[src/rtl/k16_panel_pkg.sv]
// Shared constants, FSM encodings and slot/nibble mapping helpers for the K16
// front-panel scanner.
package k16_panel_pkg;

    localparam int NUM_SLOTS = 8;
    localparam int NIBBLE_W  = 4;

    typedef logic [1:0] panel_state_t;

    localparam panel_state_t ST_IDLE   = 2'd0;
    localparam panel_state_t ST_SETTLE = 2'd1;
    localparam panel_state_t ST_SAMPLE = 2'd2;
    localparam panel_state_t ST_COMMIT = 2'd3;

    // Slots 0-3 come from lo_word, slots 4-7 from hi_word; nibble n of a word is slot n (+4).
    function automatic logic [NIBBLE_W-1:0] slot_nibble(input logic [15:0] lo_word,
                                                        input logic [15:0] hi_word,
                                                        input logic [2:0]  slot);
        logic [15:0] word;
        word = slot[2] ? hi_word : lo_word;
        return word[{slot[1:0], 2'b00} +: NIBBLE_W];
    endfunction

endpackage

[src/rtl/k16_panel_scanner_debouncer.sv]
// Per-slot switch debouncer: commits a nibble after DEBOUNCE_SCANS identical samples
// and pulses changed for one cycle when the committed value moves.
module k16_nibble_debouncer
    import k16_panel_pkg::*;
#(
    parameter int DEBOUNCE_SCANS = 4
) (
    input  logic                clk,
    input  logic                reset,
    input  logic                sample_en,
    input  logic [NIBBLE_W-1:0] raw,
    output logic [NIBBLE_W-1:0] committed,
    output logic                changed
);

    localparam logic [3:0] DEB_TARGET = 4'(DEBOUNCE_SCANS);

    logic [NIBBLE_W-1:0] last_q, last_d;
    logic [3:0]          count_q, count_d;
    logic [NIBBLE_W-1:0] committed_q, committed_d;
    logic                changed_q, changed_d;

    always_comb begin
        last_d      = last_q;
        count_d     = count_q;
        committed_d = committed_q;
        changed_d   = 1'b0;
        if (sample_en) begin
            if (raw == last_q) begin
                if (count_q < DEB_TARGET) count_d = count_q + 4'd1;
            end else begin
                last_d  = raw;
                count_d = 4'd1;
            end
            // raw equals last_d on both branches, so it is the candidate value.
            if (count_d == DEB_TARGET && raw != committed_q) begin
                committed_d = raw;
                changed_d   = 1'b1;
            end
        end
    end

    always_ff @(posedge clk) begin
        if (reset) begin
            last_q      <= '0;
            count_q     <= '0;
            committed_q <= '0;
            changed_q   <= 1'b0;
        end else begin
            last_q      <= last_d;
            count_q     <= count_d;
            committed_q <= committed_d;
            changed_q   <= changed_d;
        end
    end

    assign committed = committed_q;
    assign changed   = changed_q;

endmodule

[src/rtl/k16_panel_scanner.sv]
// K16 front-panel scan controller: slot sequencing, tear-free LED snapshots and
// switch debouncing. Optional LED blanking during settle via `PANEL_BLANK_EN.
module k16_panel_scanner
    import k16_panel_pkg::*;
#(
    parameter int TICK_DIV       = 25000,
    parameter int SETTLE_CYCLES  = 16,
    parameter int DEBOUNCE_SCANS = 4
) (
    input  logic        clk,
    input  logic        reset,
    input  logic [15:0] addr_leds,
    input  logic [15:0] data_leds,
    input  logic [3:0]  io_switches,
    output logic [2:0]  io_addr,
    output logic [3:0]  io_leds,
    output logic [15:0] addr_switches,
    output logic [15:0] ctrl_switches,
    output logic        sw_changed,
    output logic        frame_done,
    output logic [1:0]  dbg_state
);

    localparam int TICK_W = (TICK_DIV > 1) ? $clog2(TICK_DIV) : 1;
    localparam int SET_W  = (SETTLE_CYCLES > 1) ? $clog2(SETTLE_CYCLES) : 1;

    logic [TICK_W-1:0] tick_cnt_q, tick_cnt_d;
    logic              tick;
    panel_state_t      state_q, state_d;
    logic [2:0]        slot_q, slot_d;
    logic [SET_W-1:0]  settle_cnt_q, settle_cnt_d;
    logic [2:0]        io_addr_q, io_addr_d;
    logic [3:0]        io_leds_q, io_leds_d;
    logic [3:0]        raw_sample_q, raw_sample_d;
    logic [15:0]       addr_snap_q, addr_snap_d;
    logic [15:0]       data_snap_q, data_snap_d;
    logic              snap_init_q, snap_init_d;
    logic              frame_done_q, frame_done_d;

    logic [NUM_SLOTS-1:0][NIBBLE_W-1:0] committed;
    logic [NUM_SLOTS-1:0]               changed;

    assign tick       = (tick_cnt_q == TICK_W'(TICK_DIV - 1));
    assign tick_cnt_d = tick ? '0 : tick_cnt_q + TICK_W'(1);

    always_comb begin
        state_d      = state_q;
        slot_d       = slot_q;
        settle_cnt_d = settle_cnt_q;
        io_addr_d    = io_addr_q;
        io_leds_d    = io_leds_q;
        raw_sample_d = raw_sample_q;
        addr_snap_d  = addr_snap_q;
        data_snap_d  = data_snap_q;
        snap_init_d  = 1'b1;
        frame_done_d = 1'b0;

        // First cycle out of reset takes a snapshot so frame 0 shows live LEDs.
        if (!snap_init_q) begin
            addr_snap_d = addr_leds;
            data_snap_d = data_leds;
        end

        case (state_q)
            ST_IDLE: begin
                if (tick) begin
                    io_addr_d    = slot_q;
`ifdef PANEL_BLANK_EN
                    io_leds_d    = 4'h0;
`else
                    io_leds_d    = slot_nibble(addr_snap_q, data_snap_q, slot_q);
`endif
                    settle_cnt_d = '0;
                    state_d      = ST_SETTLE;
                end
            end
            ST_SETTLE: begin
                if (settle_cnt_q == SET_W'(SETTLE_CYCLES - 1)) begin
                    state_d = ST_SAMPLE;
                end else begin
                    settle_cnt_d = settle_cnt_q + SET_W'(1);
                end
            end
            ST_SAMPLE: begin
                raw_sample_d = io_switches;
`ifdef PANEL_BLANK_EN
                io_leds_d    = slot_nibble(addr_snap_q, data_snap_q, io_addr_q);
`endif
                state_d      = ST_COMMIT;
            end
            ST_COMMIT: begin
                slot_d  = slot_q + 3'd1;
                state_d = ST_IDLE;
                if (slot_q == 3'd7) begin
                    frame_done_d = 1'b1;
                    addr_snap_d  = addr_leds;
                    data_snap_d  = data_leds;
                end
            end
            default: state_d = ST_IDLE;
        endcase
    end

    always_ff @(posedge clk) begin
        if (reset) begin
            tick_cnt_q   <= '0;
            state_q      <= ST_IDLE;
            slot_q       <= '0;
            settle_cnt_q <= '0;
            io_addr_q    <= '0;
            io_leds_q    <= '0;
            raw_sample_q <= '0;
            addr_snap_q  <= '0;
            data_snap_q  <= '0;
            snap_init_q  <= 1'b0;
            frame_done_q <= 1'b0;
        end else begin
            tick_cnt_q   <= tick_cnt_d;
            state_q      <= state_d;
            slot_q       <= slot_d;
            settle_cnt_q <= settle_cnt_d;
            io_addr_q    <= io_addr_d;
            io_leds_q    <= io_leds_d;
            raw_sample_q <= raw_sample_d;
            addr_snap_q  <= addr_snap_d;
            data_snap_q  <= data_snap_d;
            snap_init_q  <= snap_init_d;
            frame_done_q <= frame_done_d;
        end
    end

    // Only the slot being committed sees sample_en, so at most one nibble moves per COMMIT.
    for (genvar g = 0; g < NUM_SLOTS; g++) begin : g_deb
        k16_nibble_debouncer #(
            .DEBOUNCE_SCANS(DEBOUNCE_SCANS)
        ) u_deb (
            .clk      (clk),
            .reset    (reset),
            .sample_en((state_q == ST_COMMIT) && (slot_q == 3'(g))),
            .raw      (raw_sample_q),
            .committed(committed[g]),
            .changed  (changed[g])
        );
    end

    assign io_addr       = io_addr_q;
    assign io_leds       = io_leds_q;
    assign addr_switches = committed[3:0];
    assign ctrl_switches = committed[7:4];
    assign sw_changed    = |changed;
    assign frame_done    = frame_done_q;
    assign dbg_state     = state_q;

endmodule

[config.mk]
export PLATFORM = sky130hd
export DESIGN_NAME = k16_panel_scanner
export DESIGN_NICKNAME = d
export VERILOG_FILES = /design/src/rtl/k16_panel_pkg.sv /design/src/rtl/k16_panel_scanner_debouncer.sv /design/src/rtl/k16_panel_scanner.sv
export SDC_FILE = /design/constraint.sdc
export NUM_CORES = 1
export LEC_CHECK = 0
export CAP_MARGIN = 15
export CORE_UTILIZATION = 35
export DETAILED_ROUTE_END_ITERATION = 10
export GPL_TIMING_DRIVEN = 0
export PLACE_DENSITY = 0.63
export SLEW_MARGIN = 40
export SYNTH_ARGS = -nofsm -noshare
export SYNTH_HDL_FRONTEND = slang
export SYNTH_SLANG_ARGS = --single-unit
[constraint.sdc]
create_clock -name clk -period 2.98 [get_ports clk]
set_clock_uncertainty 0.2 [all_clocks]
set_input_delay 0.596 -clock clk [delete_from_list [all_inputs] [get_ports clk]]
set_output_delay 0.596 -clock clk [all_outputs]
set_load 0.01 [all_outputs]
==> qor.yml, run 1 <==
outcome:
  outcome: "finished, final reports clean"
die:
  fp.coreArea_sq_um: 22900
  fp.dieH_microns: 156
  die_w_microns: 156
  io_pins: 81
  start_util: 0.361
  dieArea_sq_um: 24300
  rows: 55
synthesis:
  yosys_warnings: 0
  ys_seq_area_frac: 0.418
  syn_area_per_cell_sq_um: 9.18
  synthArstFlopShare: 0
  synth_edf_count: 0
  synth_seq_cells: 173
  synth_mux_area_frac: 0.0713
  synthTopCellsByCount: "nand2_1, dfxtp_1, a21oi_1"
  yosysTopAreaCell: "dfxtp_1"
  ys_top_cells_by_area: "dfxtp_1, nand2_1, a21oi_1"
  synth_fa_ha_area_frac: 0.0317
  synth_top_family_by_area: "simple AND/OR/NAND/NOR gates"
  synth_compound_area_frac: 0.122
  synth_area_sq_um: 8280
  synthCells: 902
  synth-xor-area-share: 0.0922
  yosys.area_share.simple: 0.222
  synthMostInstantiatedCell: "nand2_1"
  ys.flop_type: "dfxtp_1"
  yosysTopAreaCellShare: 0.418
  synth_cell_types: 62
  synth_fp_nets: 961
critical_path:
  cp.arrival_ns: 2.76
  crit_path_max_fanout: 10
  cp-start-kind: "register"
  endpoint_kind: "register"
  r2r_end: "g_deb[2].u_deb.committed[0]$_SDFFE_PP0P_"
  criticalPathCategory: "register to register"
  startpoint: "slot_q[0]$_SDFFE_PP0P_"
  crit_end: "g_deb[2].u_deb.committed[0]$_SDFFE_PP0P_"
  cp.required_ns: 3.13
  r2r_setup_slack_ns: 0.37
  reg2reg_depth: 8
  r2r-start: "slot_q[0]$_SDFFE_PP0P_"
sta:
  holdWs_ns: 0.246
  hold_violations: 0
  fmax_mhz: 383
  finalCriticalPeriod_ns: 2.61
  relSlewSlack: 0.471
  finalSetupTns_ns: 0
  setup_violations: 0
  worstMarginPinSlew_ns: 0.793
  finalMaxSlewViolations: 0
  fin_crit_sh: 0.876
  rsz0062_at_grt: "no"
cts:
  ctsResizeCount: 0
  cts_max_path_buffers: 2
  cts_hold_buf: 0
  clock_sinks: 173
  clkTransAtPathRegs_ns: 0.06
  clk_latency_ns: 0.43
  cts_tree: "built"
  post_cts_buffers: 0
  htreeDepth: 4
  root_buffer: "clkbuf_16"
  cts_buffers: 17
power:
  power_leakage_nw: 3.93
  power_density_nw_per_um2: 483
  vdd_ir_drop_max_uv: 299
  p_total_mw: 4.84
drt:
  drt-vias-per-instance: 5.01
  dr.pass1.iters: 5
  drc: 0
  wl_microns: 21200
  vias: 6637
  drt_first_iter_violations: 353
  drtAntennaViolNets: 0
  routedWlPerCell_microns: 16.0
global_routing:
  grt_pass1_wl_microns: 34400
  grt_pass1_vias: 6447
  antenna_found_initial: 0
  gr-total-overflow: 0
  track_usage: 0.182
  grt_max_degree: 17
finish:
  syn_to_final_growth_pct: 21.0
  fin_nets: 1059
  antenna_cells: 0
  layout-drive-gt1-share: 0.101
job:
  drv_cap: 0
placement:
  dp_hpwl_microns: 14800
  place_congestion: 0.789
  port_buffers: 79
worst_hold_path:
  hold_class: "register to register"
-- where the power goes --
| group | internal [mW] | total (mW) | switching [mW] |
|---|---|---|---|
| clock | 1.20 | 2.13 | 0.929 |
| combinational | 0.129 | 0.342 | 0.213 |
| sequential | 2.35 | 2.37 | 0.0219 |
-- sequential cells by signal (all words and copies together), names as in the netlist, 8 cells and up --
signal / flops
g_deb.u_deb.count_q: 32
g_deb.u_deb.committed: 32
g_deb.u_deb.changed: 8
tick_cnt_q: 15
data_snap_q: 16
g_deb.u_deb.last_q: 32
addr_snap_q: 16
-- worst max-delay path, stage by stage (launching register included) --
cell      delay, ns
dfxtp_1        0.39
clkbuf_1       0.54
inv_1          0.15
ha_1           0.29
and3b_1        0.17
buf_1          0.16
o21ai_0        0.15
nand4b_2       0.28
mux2i_1        0.20
-- placed cells by master, fill, tap and decap left out, drive strengths merged, types with 11 or more instances in the layout --
master         Yosys  layout
a21oi             98      98
buf               23      23
clkbuf            35      58
clkdlybuf4s50      0      79
dfxtp            173     173
ha                21      21
inv               10      11
mux2i             41      41
nand2            187     187
nand3             19      19
nand4             19      19
nor2              38      38
nor4              14      14
o21ai             22      22
or3b              13      13
xnor2             38      38
xor2              38      38
-- how the worst min path moves through the flow --
stage                                    start  slack, ns  depth (start not counted)                          to
floorplan           addr_snap_q[12]$_SDFF_PP0_       0.23                          2  addr_snap_q[12]$_SDFF_PP0_
global placement     data_snap_q[5]$_SDFF_PP0_       0.24                          2   data_snap_q[5]$_SDFF_PP0_
detailed placement   addr_snap_q[6]$_SDFF_PP0_       0.24                          2   addr_snap_q[6]$_SDFF_PP0_
CTS                  addr_snap_q[6]$_SDFF_PP0_       0.25                          2   addr_snap_q[6]$_SDFF_PP0_
global route         data_snap_q[9]$_SDFF_PP0_       0.27                          2   data_snap_q[9]$_SDFF_PP0_
finish               addr_snap_q[6]$_SDFF_PP0_       0.25                          2   addr_snap_q[6]$_SDFF_PP0_
-- area by class of cell --
| class | count | area (sq um) |
|---|---|---|
| fill | 2194 | 12900 |
| multi-input combinational | 660 | 4460 |
| sequential | 173 | 3460 |
| timing repair buffer | 79 | 791 |
| clock buffer | 23 | 468 |
| tap | 313 | 392 |
| buffer | 58 | 314 |
| clock inverter | 9 | 87.6 |
| inverter | 11 | 41.3 |
-- cells by family (layout without fill, tap and decap cells) --
logic type / after synthesis / in the layout
XOR/XNOR: 76 / 76
flip-flops: 173 / 173
adder cells (fa/ha/maj): 21 / 21
multiplexers: 49 / 49
AND/OR/NAND/NOR: 345 / 345
AO/OA/AOI/OAI: 169 / 169
buffers and inverters: 69 / 180
-- layer usage --
layer | share of wire | GRT usage | vias to the layer above
met5 | 0 | 0 | -
met4 | 0.012 | 0.0542 | 0
met3 | 0.032 | 0.0275 | 15
met2 | 0.48 | 0.295 | 105
met1 | 0.48 | 0.247 | 3202
li1 | - | - | 3315
-- per-stage QoR --
| step | area, sq um | setup slack, ns | std cells | utilization |
|---|---|---|---|---|
| after floorplan | 8280 | 0.873 | 902 | - |
| after global placement | 9460 | 0.392 | 1294 | 0.413 |
| after detailed placement | 9460 | 0.376 | 1294 | 0.413 |
| after CTS | 10000 | 0.376 | 1326 | 0.437 |
| after global routing | 10000 | 0.172 | 1326 | 0.437 |
| final | 10000 | 0.369 | 1326 | 0.437 |
Note: power is estimated with default switching activity, not from simulation.
==> run 2, diff against run 1 <==
--- a/config.mk
+++ b/config.mk
@@ -10,7 +10,8 @@
 export DETAILED_ROUTE_END_ITERATION = 10
 export GPL_TIMING_DRIVEN = 0
 export PLACE_DENSITY = 0.63
-export SLEW_MARGIN = 40
+export SLEW_MARGIN = 5
 export SYNTH_ARGS = -nofsm -noshare
 export SYNTH_HDL_FRONTEND = slang
+export SYNTH_HIERARCHICAL = 1
 export SYNTH_SLANG_ARGS = --single-unit
==> constraint.sdc (replaced) <==
create_clock -name clk -period 2.98 [get_ports clk]
set_clock_uncertainty 0.2 [all_clocks]
set_input_delay 0.596 -clock clk [delete_from_list [all_inputs] [get_ports clk]]
set_output_delay 0.596 -clock clk [all_outputs]
set_load 0.02 [all_outputs]
==> qor.yml, run 2 <==
outcome:
  outcome: "finished, final reports clean"
worst_hold_path:
  hold_class: "register to register"
synthesis:
  yosysTopAreaCellShare: 0.397  # -0.0212
  synthTopCellsByCount: "dfxtp_1, nor2_1, nand2_1"
  ys_top_cells_by_area: "dfxtp_1, mux2i_1, xnor2_2"
  synth_area_sq_um: 8720  # +5.4%
  synth_seq_cells: 173  # unchanged
  synth_edf_count: 0  # unchanged
  yosysTopAreaCell: "dfxtp_1"
  synthMostInstantiatedCell: "dfxtp_1"
  synth_fp_nets: 947  # -1.5%
  syn_area_per_cell_sq_um: 9.82  # +7.0%
  yosys_warnings: 6  # +6
  synth_cell_types: 48  # -23%
  synthCells: 888  # -1.6%
  ys_seq_area_frac: 0.397  # -0.0212
  synthArstFlopShare: 0  # unchanged
  ys.flop_type: "dfxtp_1"
sta:
  rsz0062_at_grt: "no"
  finalCriticalPeriod_ns: 2.67  # +0.0558 ns
  fin_crit_sh: 0.895  # +0.0187
  relSlewSlack: 0.422  # -0.0495
  finalMaxSlewViolations: 0  # unchanged
  hold_violations: 0  # unchanged
  setup_violations: 0  # unchanged
  fmax_mhz: 375  # -2.1%
  worstMarginPinSlew_ns: 0.868  # +0.0742 ns
global_routing:
  use_met3: 0.0387  # +0.0112
  top_usage_layer: "met2"
  gr-total-overflow: 0  # unchanged
  grt_max_degree: 50  # +33
  track_usage: 0.146  # -0.0356
  met1_usage: 0.193  # -0.0546
  grt_pass1_wl_microns: 30200  # -12%
  met2_usage: 0.235  # -0.0605
  grt_pass1_vias: 6074  # -5.8%
  antenna_found_initial: 0  # unchanged
cts:
  cts_buffers: 17  # unchanged
  clock_sinks: 173  # unchanged
  clkTransAtPathRegs_ns: 0.06  # about the same
  root_buffer: "clkbuf_16"
  cts_max_path_buffers: 2  # unchanged
  ctsResizeCount: 1  # +1
  cts_tree: "built"
  post_cts_buffers: 0  # unchanged
  clk_latency_ns: 0.42  # about the same
  cts_hold_buf: 0  # unchanged
  htreeDepth: 4  # unchanged
placement:
  port_buffers: 80  # +1.3%
  dp.cells: 1296  # +0.15%
  place_congestion: 0.752  # -4.7%
  dp_hpwl_microns: 12800  # -13%
die:
  die_w_microns: 160  # +2.6%
  start_util: 0.358  # -0.00369
  fp.dieH_microns: 160  # +2.6%
  io_pins: 81  # unchanged
  fp.coreArea_sq_um: 24400  # +6.4%
  dieArea_sq_um: 25600  # +5.3%
  rows: 57  # +3.6%
job:
  drv_cap: 0  # unchanged
finish:
  n_fill_cell: 2374  # +8.2%
  multi_input_area_sq_um: 5040  # +13%
  fin_nets: 1049  # -0.94%
  final_cell_mix: "dfxtp_1, nor2_1, nand2_1"
  final_common_cell: "dfxtp_1"
  stdcell_count: 1326  # unchanged
  syn_to_final_growth_pct: 21.6
  layout-drive-gt1-share: 0.128  # +0.0271
  antenna_cells: 0  # unchanged
  seq_area_sq_um: 3470  # +0.14%
critical_path:
  cp.required_ns: 3.13  # about the same
  criticalPathCategory: "register to register"
  cp.arrival_ns: 2.82  # +0.06 ns
  cp-start-kind: "register"
  crit_path_max_fanout: 10  # unchanged
  endpoint_kind: "register"
power:
  p_total_mw: 5.11  # +5.7%
  power_leakage_nw: 3.75  # -4.5%
  vdd_ir_drop_max_uv: 345  # +15%
  power_density_nw_per_um2: 482  # -0.18%
drt:
  wl_microns: 17900  # -16%
  drt_first_iter_violations: 188  # -47%
  drt-vias-per-instance: 4.69  # -6.4%
  drtAntennaViolNets: 0  # unchanged
  dr.pass1.iters: 5  # unchanged
  vias: 6215  # -6.4%
  drc: 0  # unchanged
  routedWlPerCell_microns: 13.5  # -16%
==> run 2: changes by cell type after synthesis, sizes merged, moves of 15 or more <==
cell	previous run	this run
nand2b	2	33
nor4	14	29
a21oi	98	46
mux2i	41	80
or2b	0	32
nand2	187	83
nor2	38	114
==> run 2: per-stage QoR <==
| step | utilization | worst slack [ns] | TNS, ns | hold WS [ns] | instance area [sq um] |
|---|---|---|---|---|---|
| CTS | 0.435 | 0.139 | 0 | 0.238 | 10600 |
| detailed placement | 0.411 | -0.0447 | -0.0535 | 0.227 | 10000 |
| global route | 0.435 | 0.103 | 0 | 0.268 | 10600 |
| global placement | 0.407 | -0.697 | -48.10 | 0.225 | 9930 |
| finish | 0.435 | 0.313 | 0 | 0.235 | 10600 |
| floorplan | - | 0.503 | 0 | 0.217 | 8720 |
==> run 2: area by class of cell <==
type,count,share of cell area
multi-input cells,659,0.475
flip-flops and latches,173,0.327
repair buffers,84,0.0833
clock buffers,19,0.0427
well taps,324,0.0382
plain buffers,36,0.0140
clock inverters,12,0.0130
inverters,19,0.00673
==> run 2: power breakdown <==
| group | internal [mW] | leakage (nW) | switching (mW) |
|---|---|---|---|
| clock network | 1.28 | 0.286 | 0.942 |
| registers | 2.35 | 1.40 | 0.0369 |
| logic | 0.222 | 2.07 | 0.276 |
==> run 2: worst paths after layout <==
path	from	to	slack [ns]	cells after the start
min	g_deb[1].u_deb/count_q[3]$_SDFFE_PP0P_	g_deb[1].u_deb/count_q[3]$_SDFFE_PP0P_	0.24	2
max	dbg_state[0]$_SDFFE_PP0P_	g_deb[0].u_deb/committed[3]$_SDFFE_PP0P_	0.31	8
max reg2reg	dbg_state[0]$_SDFFE_PP0P_	g_deb[0].u_deb/committed[3]$_SDFFE_PP0P_	0.31	8
min reg2reg	g_deb[1].u_deb/count_q[3]$_SDFFE_PP0P_	g_deb[1].u_deb/count_q[3]$_SDFFE_PP0P_	0.24	2
==> run 2: cell families (layout without fill, tap and decap cells) <==
group	after synthesis	count (layout)	synth area share
simple gates	372	372	0.254
buf+inv	56	170	0.0254
compound gates	93	93	0.0676
fa+ha+maj	21	21	0.0301
xor+xnor	85	85	0.113
mux	88	88	0.112
flops	173	173	0.397
==> run 2: layer usage <==
layer  routed length, microns  vias up
met1                     8850     2881
met4                      118        0
li1                         -     3224
met2                     8190       99
met3                      709       11
met5                        0        -
==> run 2: critical path: stages (launching register included) <==
cell and delay [ns]:
dfxtp_1 0.43, ha_1 0.41, nor2b_1 0.22, and2_1 0.15, buf_2 0.23, and2b_1 0.19, o21ai_0 0.17, nor4_4 0.36
mux2i_1 0.23
==> run 3, diff against run 2 <==
--- a/config.mk
+++ b/config.mk
@@ -7,8 +7,8 @@
 export LEC_CHECK = 0
 export CAP_MARGIN = 15
 export CORE_UTILIZATION = 35
+export CTS_CLUSTER_DIAMETER = 60
 export DETAILED_ROUTE_END_ITERATION = 10
-export GPL_TIMING_DRIVEN = 0
 export PLACE_DENSITY = 0.63
 export SLEW_MARGIN = 5
 export SYNTH_ARGS = -nofsm -noshare
==> qor.yml, run 3 (same netlist as run 2, synthesis figures left out) <==
outcome:
  outcome: "finished, final reports clean"
sta:
  fin_crit_sh: 0.875  # -0.0201
  setup_violations: 0  # unchanged
  finalMaxSlewViolations: 0  # unchanged
  fmax_mhz: 384  # +2.3%
  rsz0062_at_grt: "no"
  hold_violations: 0  # unchanged
  finalCriticalPeriod_ns: 2.61  # -0.0599 ns
  finalSetupTns_ns: 0  # unchanged
  worstMarginPinSlew_ns: 0.600  # -0.267 ns
  relSlewSlack: 0.599  # +0.178
global_routing:
  grt_pass1_vias: 5772  # -5.0%
  grt_max_degree: 112  # +120%
  grt_pass1_wl_microns: 29500  # -2.1%
  gr-total-overflow: 0  # unchanged
  antenna_found_initial: 0  # unchanged
  track_usage: 0.142  # -0.00408
finish:
  antenna_cells: 0  # unchanged
  final_area_sq_um: 10600  # +0.24%
  final_common_cell: "dfxtp_1"
  final_cell_mix: "dfxtp_1, nor2_1, nand2_1"
  syn_to_final_growth_pct: 21.9
  fin_nets: 1031  # -1.7%
  multi_input_area_sq_um: 5040  # +0.12%
  seq_area_sq_um: 3470  # unchanged
  n_fill_cell: 2327  # -2.0%
  layout-drive-gt1-share: 0.139  # +0.0113
die:
  fp.coreArea_sq_um: 24400  # unchanged
  dieArea_sq_um: 25600  # unchanged
  io_pins: 81  # unchanged
  start_util: 0.358  # unchanged
  fp.dieH_microns: 160  # unchanged
  rows: 57  # unchanged
  die_w_microns: 160  # unchanged
worst_hold_path:
  hold_class: "register to register"
  whs_path_depth: 2  # unchanged
  holdPathEnd: "g_deb[6].u_deb/count_q[3]$_SDFFE_PP0P_"
  hp-start: "g_deb[6].u_deb/count_q[3]$_SDFFE_PP0P_"
power:
  power_density_nw_per_um2: 482  # about the same
  vdd_ir_drop_max_uv: 358  # +3.8%
  power_leakage_nw: 3.77  # +0.43%
drt:
  routedWlPerCell_microns: 13.5  # -0.12%
  drc: 0  # unchanged
  drtAntennaViolNets: 0  # unchanged
  vias: 6160  # -0.88%
  drt-vias-per-instance: 4.71  # +0.40%
  wl_microns: 17600  # -1.4%
  dr.pass1.iters: 4  # -1
  drt_first_iter_violations: 275  # +46%
cts:
  clkTransAtPathRegs_ns: 0.07  # about the same
  root_buffer: "clkbuf_16"
  post_cts_buffers: 0  # unchanged
  cts_tree: "built"
  clk_latency_ns: 0.43  # about the same
  cts_hold_buf: 0  # unchanged
  ctsResizeCount: 0  # -1
  clock_sinks: 173  # unchanged
  cts_buffers: 17  # unchanged
  htreeDepth: 4  # unchanged
  cts_max_path_buffers: 2  # unchanged
placement:
  placed_cell_area_sq_um: 10000  # about the same
  port_buffers: 80  # unchanged
  place_congestion: 0.753  # about the same
  dp_hpwl_microns: 12300  # -4.2%
critical_path:
  crit_path_max_fanout: 10  # unchanged
  r2r_end: "g_deb[1].u_deb/committed[0]$_SDFFE_PP0P_"
  endpoint_kind: "register"
  crit_buf_inv: 0  # -1
  r2r-start: "dbg_state[1]$_SDFFE_PP0P_"
  criticalPathCategory: "register to register"
  crit_chain: "ha_1 > nor2b_1 > and2_1 > and2b_1 > o21ai_0 > nor4_4 > mux2i_1"
  critPathTopFamily: "simple AND/OR/NAND/NOR gates"
  cp.arrival_ns: 2.76  # -0.06 ns
  cp.required_ns: 3.14  # about the same
  max_stage_delay_ns: 0.46  # +0.03 ns
  cp-start-kind: "register"
  reg2reg_depth: 7  # -1
  worst_path_max_delay_cell: "ha_1"
  r2r_setup_slack_ns: 0.37  # +0.06 ns
job:
  drv_cap: 0  # unchanged
## run 3: cell types whose count changed in the layout (fill, tap and decap cells not counted), moves of 2 or more
cell	before	now
buf_4	0	17
clkbuf_1	23	0
buf_2	11	0
inv_8	0	5
clkbuf_8	2	0
buf_12	3	5
clkinv_2	2	0
buf_1	2	0
## run 3: layout make-up
cell class | count | area share
multi-input combinational | 659 | 0.474
sequential | 173 | 0.326
timing repair buffer | 102 | 0.0984
clock buffer | 17 | 0.0400
tap | 324 | 0.0381
clock inverter | 15 | 0.0160
inverter | 19 | 0.00671
## run 3: layer usage
layer / part of all wire / vias up / GRT usage
li1: - / 3199 / -
met2: 0.43 / 100 / 0.210
met1: 0.53 / 2852 / 0.206
met5: 0 / - / 0
met3: 0.040 / 9 / 0.0369
met4: 0.0064 / 0 / 0.0299
## run 3: power breakdown
group	total (mW)	switching, mW	internal (mW)	leakage, nW
combinational	0.494	0.269	0.226	2.08
clock	2.24	1.04	1.20	0.287
sequential	2.38	0.0360	2.35	1.40
total	5.12	1.35	3.77	3.77
## run 3: stage by stage
step	setup WS [ns]	total power [mW]	utilization	hold slack (ns)	cells
6_report	0.373	5.12	0.436	0.236	1309
5_1_grt	0.148	5.35	0.436	0.250	1309
4_1_cts	0.350	5.18	0.435	0.241	1308
3_5_place_dp	0.351	2.93	0.410	0.230	1276
3_3_place_gp	0.451	2.93	0.410	0.227	1276
2_1_floorplan	0.503	2.77	-	0.217	888
## run 3: worst min-delay path: stages, from the launching register on
cell	delay, ns
dfxtp_1	0.32
inv_1	0.05
nor2_1	0.03
## run 3: how the worst max path moves through the flow
stage                                    from                                  endpoint  cells after the start
floorplan           dbg_state[0]$_SDFFE_PP0P_  g_deb[0].u_deb/committed[0]$_SDFFE_PP0P_                      9
global placement    dbg_state[1]$_SDFFE_PP0P_  g_deb[6].u_deb/committed[1]$_SDFFE_PP0P_                      6
detailed placement     slot_q[0]$_SDFFE_PP0P_                 data_snap_q[4]$_SDFF_PP0_                      6
CTS                    slot_q[0]$_SDFFE_PP0P_                 data_snap_q[4]$_SDFF_PP0_                      6
global route        dbg_state[1]$_SDFFE_PP0P_  g_deb[1].u_deb/committed[3]$_SDFFE_PP0P_                      7
finish              dbg_state[1]$_SDFFE_PP0P_  g_deb[1].u_deb/committed[0]$_SDFFE_PP0P_                      7
